## src/rtl/da_wave_pkg.sv

```systemverilog
// Shared constants and helpers for the DDS wave sender.
package da_wave_pkg;

  localparam int WAVE_NUM = 4;

  function automatic int midscale(input int data_w);
    return 1 << (data_w - 1);
  endfunction

  function automatic int unity_amp(input int amp_w);
    return 1 << (amp_w - 1);
  endfunction

endpackage

```

## src/rtl/da_phase_acc.sv

```systemverilog
// Phase accumulator with pending/active tuning word and wave select.
// Changes are applied only at a period boundary, or at once while the phase is stalled.
module da_phase_acc
  import da_wave_pkg::*;
#(
  parameter int WAVE_NUM = da_wave_pkg::WAVE_NUM,
  parameter int SEL_W    = 2,
  parameter int ADDR_W   = 8,
  parameter int ACC_W    = 16,
  parameter int FTW_RST  = 1 << (ACC_W - ADDR_W)
) (
  input  logic              clk,
  input  logic              rst_n,
  input  logic              en,
  input  logic [SEL_W-1:0]  wave_sel,
  input  logic [ACC_W-1:0]  ftw,
  input  logic              ftw_load,
  output logic [ADDR_W-1:0] phase_next,
  output logic [SEL_W-1:0]  sel_next,
  output logic              wrap
);

  logic [ACC_W-1:0] acc, acc_next;
  logic [ACC_W-1:0] ftw_act, ftw_pend;
  logic [SEL_W-1:0] sel_act, sel_pend;
  logic [ACC_W:0]   sum;
  logic             carry, apply;

  // A zero tuning word never carries, so pending values are taken without a boundary.
  always_comb begin
    sum        = {1'b0, acc} + {1'b0, ftw_act};
    carry      = en && sum[ACC_W];
    apply      = en && (sum[ACC_W] || (ftw_act == '0));
    acc_next   = en ? sum[ACC_W-1:0] : acc;
    sel_next   = apply ? sel_pend : sel_act;
    phase_next = acc_next[ACC_W-1 -: ADDR_W];
  end

  always_ff @(posedge clk) begin
    if (!rst_n) begin
      acc      <= '0;
      ftw_act  <= ACC_W'(FTW_RST);
      ftw_pend <= ACC_W'(FTW_RST);
      sel_act  <= '0;
      sel_pend <= '0;
      wrap     <= 1'b0;
    end else begin
      acc  <= acc_next;
      wrap <= carry;
      if (apply) begin
        ftw_act <= ftw_pend;
        sel_act <= sel_pend;
      end
      if (ftw_load)
        ftw_pend <= ftw;
      if (int'(wave_sel) < WAVE_NUM)
        sel_pend <= wave_sel;
    end
  end

endmodule

```

## src/rtl/da_wave_dds.sv

```systemverilog
// DDS wave sender: ROM address formation from the phase accumulator, amplitude
// scaling with saturation, and the DAC clock.
module da_wave_dds
  import da_wave_pkg::*;
#(
  parameter int WAVE_NUM = da_wave_pkg::WAVE_NUM,
  parameter int SEL_W    = 2,
  parameter int ADDR_W   = 8,
  parameter int ACC_W    = 16,
  parameter int DATA_W   = 8,
  parameter int AMP_W    = 9,
  parameter int FTW_RST  = 1 << (ACC_W - ADDR_W)
) (
  input  logic                    clk,
  input  logic                    rst_n,
  input  logic                    en,
  input  logic [SEL_W-1:0]        wave_sel,
  input  logic [ACC_W-1:0]        ftw,
  input  logic                    ftw_load,
  input  logic [AMP_W-1:0]        amp,
  output logic [SEL_W+ADDR_W-1:0] rd_addr,
  input  logic [DATA_W-1:0]       rd_data,
  output logic                    wrap,
  output logic                    da_clk,
  output logic [DATA_W-1:0]       da_data
);

  localparam int MID = midscale(DATA_W);
  localparam int PW  = DATA_W + AMP_W + 2;
  localparam logic signed [PW-1:0] MID_P = PW'(MID);
  localparam logic signed [PW-1:0] MAX_P = PW'((1 << DATA_W) - 1);

  logic [ADDR_W-1:0] phase_next;
  logic [SEL_W-1:0]  sel_next;

  da_phase_acc #(
    .WAVE_NUM (WAVE_NUM),
    .SEL_W    (SEL_W),
    .ADDR_W   (ADDR_W),
    .ACC_W    (ACC_W),
    .FTW_RST  (FTW_RST)
  ) u_phase (
    .clk        (clk),
    .rst_n      (rst_n),
    .en         (en),
    .wave_sel   (wave_sel),
    .ftw        (ftw),
    .ftw_load   (ftw_load),
    .phase_next (phase_next),
    .sel_next   (sel_next),
    .wrap       (wrap)
  );

  always_ff @(posedge clk) begin
    if (!rst_n)
      rd_addr <= '0;
    else if (en)
      rd_addr <= {sel_next, phase_next};
  end

  logic signed [DATA_W:0] centred;
  logic signed [PW-1:0]   c_ext, a_ext, prod, scaled;

  // Offset-binary -> two's complement, scale, floor-shift, back to offset-binary.
  always_comb begin
    centred = $signed({1'b0, rd_data}) - $signed((DATA_W + 1)'(MID));
    c_ext   = {{(AMP_W + 1){centred[DATA_W]}}, centred};
    a_ext   = {{(DATA_W + 2){1'b0}}, amp};
    prod    = c_ext * a_ext;
    scaled  = (prod >>> (AMP_W - 1)) + MID_P;
  end

  always_ff @(posedge clk) begin
    if (!rst_n)
      da_data <= DATA_W'(MID);
    else if (scaled < 0)
      da_data <= '0;
    else if (scaled > MAX_P)
      da_data <= '1;
    else
      da_data <= scaled[DATA_W-1:0];
  end

  assign da_clk = ~clk;

endmodule
```

## config.mk

```make
export PLATFORM = sky130hd
export DESIGN_NAME = da_wave_dds
export DESIGN_NICKNAME = d
export VERILOG_FILES = /design/src/rtl/da_wave_pkg.sv /design/src/rtl/da_phase_acc.sv /design/src/rtl/da_wave_dds.sv
export SDC_FILE = /design/constraint.sdc
export NUM_CORES = 1
export LEC_CHECK = 0
export CORE_ASPECT_RATIO = 0.75
export CORE_MARGIN = 10
export CORE_UTILIZATION = 40
export DETAILED_ROUTE_END_ITERATION = 8
export MAX_ROUTING_LAYER = met4
export SLEW_MARGIN = 20
export SYNTH_ARGS = -nofsm -noshare
export SYNTH_HDL_FRONTEND = slang
export SYNTH_SLANG_ARGS = --single-unit
```

## constraint.sdc

```tcl
create_clock -name clk -period 8.9 [get_ports clk]
set_input_delay 1.78 -clock clk [delete_from_list [all_inputs] [get_ports clk]]
set_output_delay 1.78 -clock clk [all_outputs]
set_load 0.02 [all_outputs]
```

==> run_results.csv, run 1 <==
group,metric,value,unit
synthesis,ys_types,59,
timing,hold_viol,0,
synthesis,yosysWarnings,0,
clock_network,post_cts_resized,0,
timing,tns,0,ns
timing,period_share,87.9,%
grt,grt_remaining_overflow,0,
synthesis,synth_area_per_cell,9.23,µm²
setup_path,cp-start-kind,"input pin",
timing,slew_violations,0,
setup_path,critPathArrivalTime,8.01,ns
clock_network,tritoncts,"done",
synthesis,synth-edff-count,0,
clock_network,insertion_delay,0.34,ns
synthesis,ys_seq_elements,71,
power_and_ir_drop,peakVddDrop,0.000116,V
die,core_area,0.0145,mm²
finish,finalNetCount,857,
place,placed_area,0.00677,mm²
setup_path,path_class,"input pin to register",
finish,n_antenna_cell,0,
clock_network,clock_path_buffers,2,
synthesis,yosysSeqAreaShare,23.8,%
route,vias_per_cell,5.03,
setup_path,cp_top_family,"adder cells",
power_and_ir_drop,powerDensity,218,mW/mm²
grt,grt_first_pass_wirelength,23500,µm
route,totalWireLength,13800,µm
route,vias,4553,
timing,worstMarginPinSlew,0.936,ns
timing,rsz0062_at_grt,"false",
grt,grt_max_degree,63,
place,port_buffers,58,
place,place.gp.congestion,0.910,
route,final_antenna_net_count,0,
setup_path,worst_setup_path_end_kind,"register",
finish,final_area,0.00709,mm²
timing,maxSlewHeadroom,37.4,%
setup_path,required,9.09,ns
grt,grt_pass1_vias,4649,
grt,grtUsageTotal,14.4,%
synthesis,netlist_instances,648,
hold_path,hp-class,"register to register",
die,die_w,161,µm
synthesis,synthArstFlopShare,0,%
clock_network,cts_made_buffers,9,
clock_network,path_clk_slew,0.06,ns
timing,skew,0.00722,ns
setup_path,crit_fanout,8,
die,fp.dieH,126,µm
synthesis,synth-main-ff-cell,"dfxtp_1",
timing,setup-violations-final,0,
setup_path,cp_slowest_cell,"clkdlybuf4s50_1",
route,wl_per_cell,15.2,µm
power_and_ir_drop,p_leak,3.23,nW
setup_path,path_buf_inv,4,
grt,antenna_found_initial,0,
die,rows,38,
die,dieArea,0.0203,mm²
timing,fin_ws,1.08,ns
route,drt-initial-drc-count,204,
finish,syn_to_final_growth,18.6,%
die,initial_core_util,41.1,%
finish,drive_gt1_share,4.82,%
setup_path,crit_path_max_incr_delay,0.58,ns
route,dr.pass1.iters,4,
clock_network,clockRootBuffer,"clkbuf_16",
clock_network,htree_num_levels,3,
clock_network,hold_buffers,0,
clock_network,post-cts-setup-buffer-count,0,
run_status,status,"complete, no violations",
run,drv_cap,0,
setup_path,cp_cell_sequence,"clkdlybuf4s50_1 -> or2_2 -> fa_1 -> fa_1 -> inv_1 -> fa_1 -> fa_1 -> inv_1 -> fa_1 -> inv_1 -> ha_1 -> nand2_1 -> or4_4 -> and3_4 -> o31ai_2 -> xor2_1 -> ha_1 -> nand3_1 -> a211o_1 -> a21oi_4 -> o211ai_2",
synthesis,synth_area,0.00598,mm²
timing,post-route-min-period,7.82,ns
finish,post-route-util,48.7,%
place,dp_hpwl,11200,µm
timing,max_freq,0.128,GHz
die,pin_count,59,
synthesis,synth_nets,804,
setup_path,cpMostUsedCell,"fa_1",
route,drc,0,
place,place_ws,0.733,ns
[cell usage after synthesis, types with 2 or more instances]
library cell	count	share of area (%)
o211ai_2	2	0.42
xor2_1	6	0.88
o21a_1	6	0.75
dfxtp_1	71	24
clkbuf_1	17	1.1
inv_1	56	3.5
o21bai_1	2	0.25
a21boi_0	9	1.1
o31a_1	2	0.29
a211o_1	2	0.29
a21o_1	13	1.6
fa_1	50	17
nand4_1	5	0.52
buf_2	3	0.25
nand3_1	14	1.2
ha_1	67	14
xnor2_1	13	1.9
nor3_1	5	0.42
mux2i_1	39	6.5
a22o_1	2	0.29
and3_1	2	0.21
o21ai_1	7	0.59
and2_1	42	4.4
nand3b_1	2	0.25
nor2b_1	49	5.1
o31ai_1	2	0.25
o21ai_0	13	1.1
a21oi_1	17	1.4
nor4_1	6	0.63
nor2_1	28	1.8
nand2_1	65	4.1
a31oi_1	4	0.42
[cell families (layout without fill, tap and decap cells)]
group,Yosys count,count (layout),share of synthesized area (%)
adders and majority gates,117,117,30.8
AOI/OAI and AO/OA,94,94,10.9
and+or+nand+nor,228,228,20.0
muxes,40,40,6.72
buffers and inverters,79,137,5.08
xor gates and xnor gates,19,19,2.78
DFF,71,71,23.8
[metal layers]
| metal | global-route usage (%) | wire, µm | vias to the layer above | share of wire (%) |
|---|---|---|---|---|
| li1 | - | - | 2291 | - |
| met1 | 20.0 | 7160 | 2173 | 52 |
| met2 | 20.7 | 5870 | 74 | 42 |
| met3 | 3.42 | 608 | 15 | 4.4 |
| met4 | 3.52 | 178 | 0 | 1.3 |
| met5 | - | 0 | - | 0 |
[state kept, by name (all words and copies together) (netlist names)]
| signal | cells |
|---|---|
| da_data | 8 |
| u_phase.ftw_pend | 16 |
| u_phase.wrap | 1 |
| rd_addr | 10 |
| u_phase.sel_act | 2 |
| u_phase.acc | 16 |
| u_phase.sel_pend | 2 |
| u_phase.ftw_act | 16 |
[stage by stage]
stage / cells / hold WS, ns / power, W
global placement: 890 / 0.454 / 0.00117
detailed placement: 890 / 0.449 / 0.00118
finish: 906 / 0.462 / 0.00155
CTS: 906 / 0.469 / 0.00156
floorplan: 648 / 0.430 / 0.000966
global route: 906 / 0.478 / 0.00170
[worst register-to-register path: stages (launching register included)]
cell and delay (ns):
dfxtp_1 0.37, ha_1 0.19, inv_1 0.06, fa_1 0.39
nor2b_1 0.21, o31a_1 0.22, o31ai_1 0.11, a21oi_1 0.26
o221ai_1 0.25, a31oi_2 0.22, buf_4 0.35, mux2i_1 0.24
nand2_1 0.06
[layout by cell type (no fill, tap or decap), types with 2 or more instances in the layout]
cell             Yosys  final
a21oi_1             17     17
a21o_1              13     13
a31oi_1              4      3
and2_1              42     42
o21bai_1             2      2
nor2b_1             49     49
dfxtp_1             71     71
ha_1                67     67
nor2_1              28     28
nor4_1               6      6
a211o_1              2      2
nand3b_1             2      2
nand4_1              5      5
buf_4                1      6
o21ai_1              7      7
o31a_1               2      2
a21boi_0             9      9
mux2i_1             39     39
and3_1               2      2
clkdlybuf4s50_1      0     58
o31ai_1              2      2
nor3_1               5      5
clkinv_4             0      2
o21a_1               6      6
a22o_1               2      2
o21ai_0             13     13
o211ai_2             2      2
xor2_1               6      6
inv_1               56     56
clkbuf_16            0     11
xnor2_1             13     13
nand3_1             14     14
fa_1                50     50
nand2_1             65     65
[power by group]
part | switching [W] | leakage [nW] | internal (W)
sequential | 0.0000149 | 0.580 | 0.000345
clock | 0.000148 | 0.169 | 0.000240
combinational | 0.000444 | 2.48 | 0.000356
total | 0.000607 | 3.23 | 0.000941
[path summary, 6_finish.rpt]
kind,endpoint,slack (ns),start,depth (start not counted)
max,da_data[7],1.08,rd_data[7],21
min,rd_addr[7],0.46,rd_addr[7],1
max reg2reg,u_phase.ftw_act[8],5.86,u_phase.ftw_act[0],12
min reg2reg,rd_addr[7],0.46,rd_addr[7],1
[cell type report]
| cell class | count | area (µm²) |
|---|---|---|
| Fill cell | 1391 | 7460 |
| Multi-Input combinational cell | 498 | 4260 |
| Sequential cell | 71 | 1420 |
| Timing Repair Buffer | 63 | 616 |
| Clock buffer | 13 | 299 |
| Tap cell | 200 | 250 |
| Inverter | 56 | 210 |
| Clock inverter | 5 | 35.0 |
(Power assumes the default switching activity.)
==> inputs of run 2 (changes only) <==
CORE_MARGIN = default   (was 10)
CTS_BUF_LIST = sky130_fd_sc_hd__clkbuf_8   (was default)
==> run_results.csv, run 2 (same netlist as run 1, synthesis figures left out) <==
group,metric,value,unit
timing,maxSlewHeadroom,37.2,%
power_and_ir_drop,peakVddDrop,0.000123,V
setup_path,cp_top_family,"adder cells",
grt,grt_pass1_vias,4530,
power_and_ir_drop,clock_power_share,19.1,%
route,wl_per_cell,14.7,µm
power_and_ir_drop,powerDensity,205,mW/mm²
finish,layout_commonest_cell,"dfxtp_1",
power_and_ir_drop,p_int,0.000836,W
setup_path,required,9.12,ns
timing,skew,0.00678,ns
place,placed_area,0.00677,mm²
setup_path,cp_cell_sequence,"clkdlybuf4s50_1 -> or2_2 -> fa_1 -> fa_1 -> inv_1 -> fa_1 -> fa_1 -> inv_1 -> fa_1 -> inv_1 -> ha_1 -> nand2_1 -> or4_4 -> and3_4 -> o31ai_2 -> xor2_1 -> ha_1 -> nand3_1 -> a211o_1 -> a21oi_4 -> o211ai_2",
setup_path,crit_start,"rd_data[7]",
timing,fin_ws,0.975,ns
clock_network,post_cts_resized,0,
route,vias_per_cell,5.00,
clock_network,htree_num_levels,3,
die,fp.dieH,108,µm
power_and_ir_drop,p_sw,0.000593,W
place,port_buffers,58,
timing,rsz0062_at_grt,"false",
finish,multiInputGateArea,0.00426,mm²
die,die_w,143,µm
place,dp_hpwl,10700,µm
finish,final_cell_mix,"71 x dfxtp_1, 67 x ha_1, 65 x nand2_1, 58 x clkdlybuf4s50_1, 57 x inv_1",
power_and_ir_drop,swShare,41.5,%
finish,largest_registers,"u_phase.acc (16), u_phase.ftw_act (16), u_phase.ftw_pend (16)",
timing,tns,0,ns
timing,max_freq,0.126,GHz
route,drt-initial-drc-count,247,
timing,period_share,89.0,%
route,vias,4533,
hold_path,hp-class,"register to register",
timing,post-route-min-period,7.92,ns
run_status,status,"complete, no violations",
die,pin_count,59,
route,totalWireLength,13300,µm
finish,drive_gt1_share,4.67,%
power_and_ir_drop,seq_power_share,24.9,%
power_and_ir_drop,p_comb_share,56.0,%
power_and_ir_drop,finalPower,0.00143,W
place,place_ws,0.644,ns
die,core_area,0.0145,mm²
setup_path,path_buf_inv,4,
timing,setup-violations-final,0,
die,initial_core_util,41.1,%
grt,grtUsageTotal,19.2,%
hold_path,hp-start,"rd_addr[0]",
clock_network,tritoncts,"done",
grt,grt_max_degree,63,
finish,syn_to_final_growth,16.6,%
grt,grt_first_pass_wirelength,22400,µm
grt,antenna_found_initial,0,
setup_path,cp_slowest_cell,"clkdlybuf4s50_1",
timing,worstMarginPinSlew,0.939,ns
grt,grt_remaining_overflow,0,
clock_network,clock_path_buffers,2,
setup_path,timing.rr.start,"u_phase.ftw_act[0]",
timing,hold_viol,0,
route,final_antenna_net_count,0,
clock_network,insertion_delay,0.36,ns
run,drv_cap,0,
setup_path,path_class,"input pin to register",
finish,n_antenna_cell,0,
setup_path,worst_setup_path_end_kind,"register",
die,dieArea,0.0154,mm²
route,dr.pass1.iters,4,
power_and_ir_drop,p_leak,3.16,nW
route,drc,0,
setup_path,critPathArrivalTime,8.14,ns
clock_network,clockRootBuffer,"clkbuf_8",
clock_network,hold_buffers,0,
clock_network,cts_made_buffers,9,
finish,final_area,0.00697,mm²
finish,area.sequential,0.00142,mm²
setup_path,crit_path_max_incr_delay,0.58,ns
finish,fill_cells,1437,
die,rows,38,
clock_network,path_clk_slew,0.08,ns
timing,slew_violations,0,
place,place.gp.congestion,0.888,
setup_path,crit_fanout,8,
setup_path,cp-start-kind,"input pin",
clock_network,post-cts-setup-buffer-count,0,
finish,finalNetCount,857,
setup_path,cpMostUsedCell,"fa_1",
-- run 2: changes by cell type in the layout (fill, tap and decap cells not counted), sizes merged --
| cell | delta |
|---|---|
| clkbuf | -3 |
| clkinvlp | +3 |
| bufinv | +1 |
| clkinv | -1 |
-- run 2: power by group through the flow --
stage / Clock, W / Sequential [W] / Combinational, W
4_1_cts: 0.000280 / 0.000357 / 0.000804
5_1_grt: 0.000297 / 0.000359 / 0.000915
3_3_place_gp: 0.0000166 / 0.000364 / 0.000789
3_5_place_dp: 0.0000166 / 0.000365 / 0.000793
6_report: 0.000273 / 0.000356 / 0.000800
2_1_floorplan: 0.00000805 / 0.000380 / 0.000578
-- run 2: final cells by class --
type,instances,area share [%]
Clock buffer,10,1.92
Clock inverter,8,1.11
Inverter,56,3.02
Multi-Input combinational cell,498,61.1
Sequential cell,71,20.4
Tap cell,200,3.59
Timing Repair Buffer,63,8.83
-- run 2: path summary, 6_finish.rpt --
path | endpoint | slack (ns) | cells past startpoint
worst min-delay path | rd_addr[0] | 0.46 | 2
worst max-delay path | da_data[7] | 0.98 | 21
worst min register to register | rd_addr[0] | 0.46 | 2
worst max register to register | u_phase.ftw_act[8] | 5.86 | 12
-- run 2: metrics by stage --
step           util, %  hold slack (ns)  instances
3_5_place_dp      46.5            0.455        890
6_report          47.9            0.463        906
2_1_floorplan        -            0.430        648
5_1_grt           47.9            0.508        906
4_1_cts           47.9            0.470        906
3_3_place_gp      46.5            0.453        890
-- run 2: per-layer routing --
layer  track usage [%]  part of all wire, %
met5                 -                    0
met4              3.84                 0.54
met1              28.8                   56
met2              26.5                   40
met3              3.20                  3.6
-- run 2: worst register-to-register path, cell delays in order, from the launching register on --
cell and delay (ns):
dfxtp_1 0.38, ha_1 0.18, inv_1 0.05, fa_1 0.37, nor2b_1 0.21, o31a_1 0.21
o31ai_1 0.12, a21oi_1 0.28, o221ai_1 0.25, a31oi_2 0.21, buf_4 0.34, mux2i_1 0.23
nand2_1 0.06
==> inputs of run 3 (changes only) <==
CAP_MARGIN = 20   (was default)
==> results of run 3 <==
No change in the layout: final DEF, timing and power equal those of run 2.
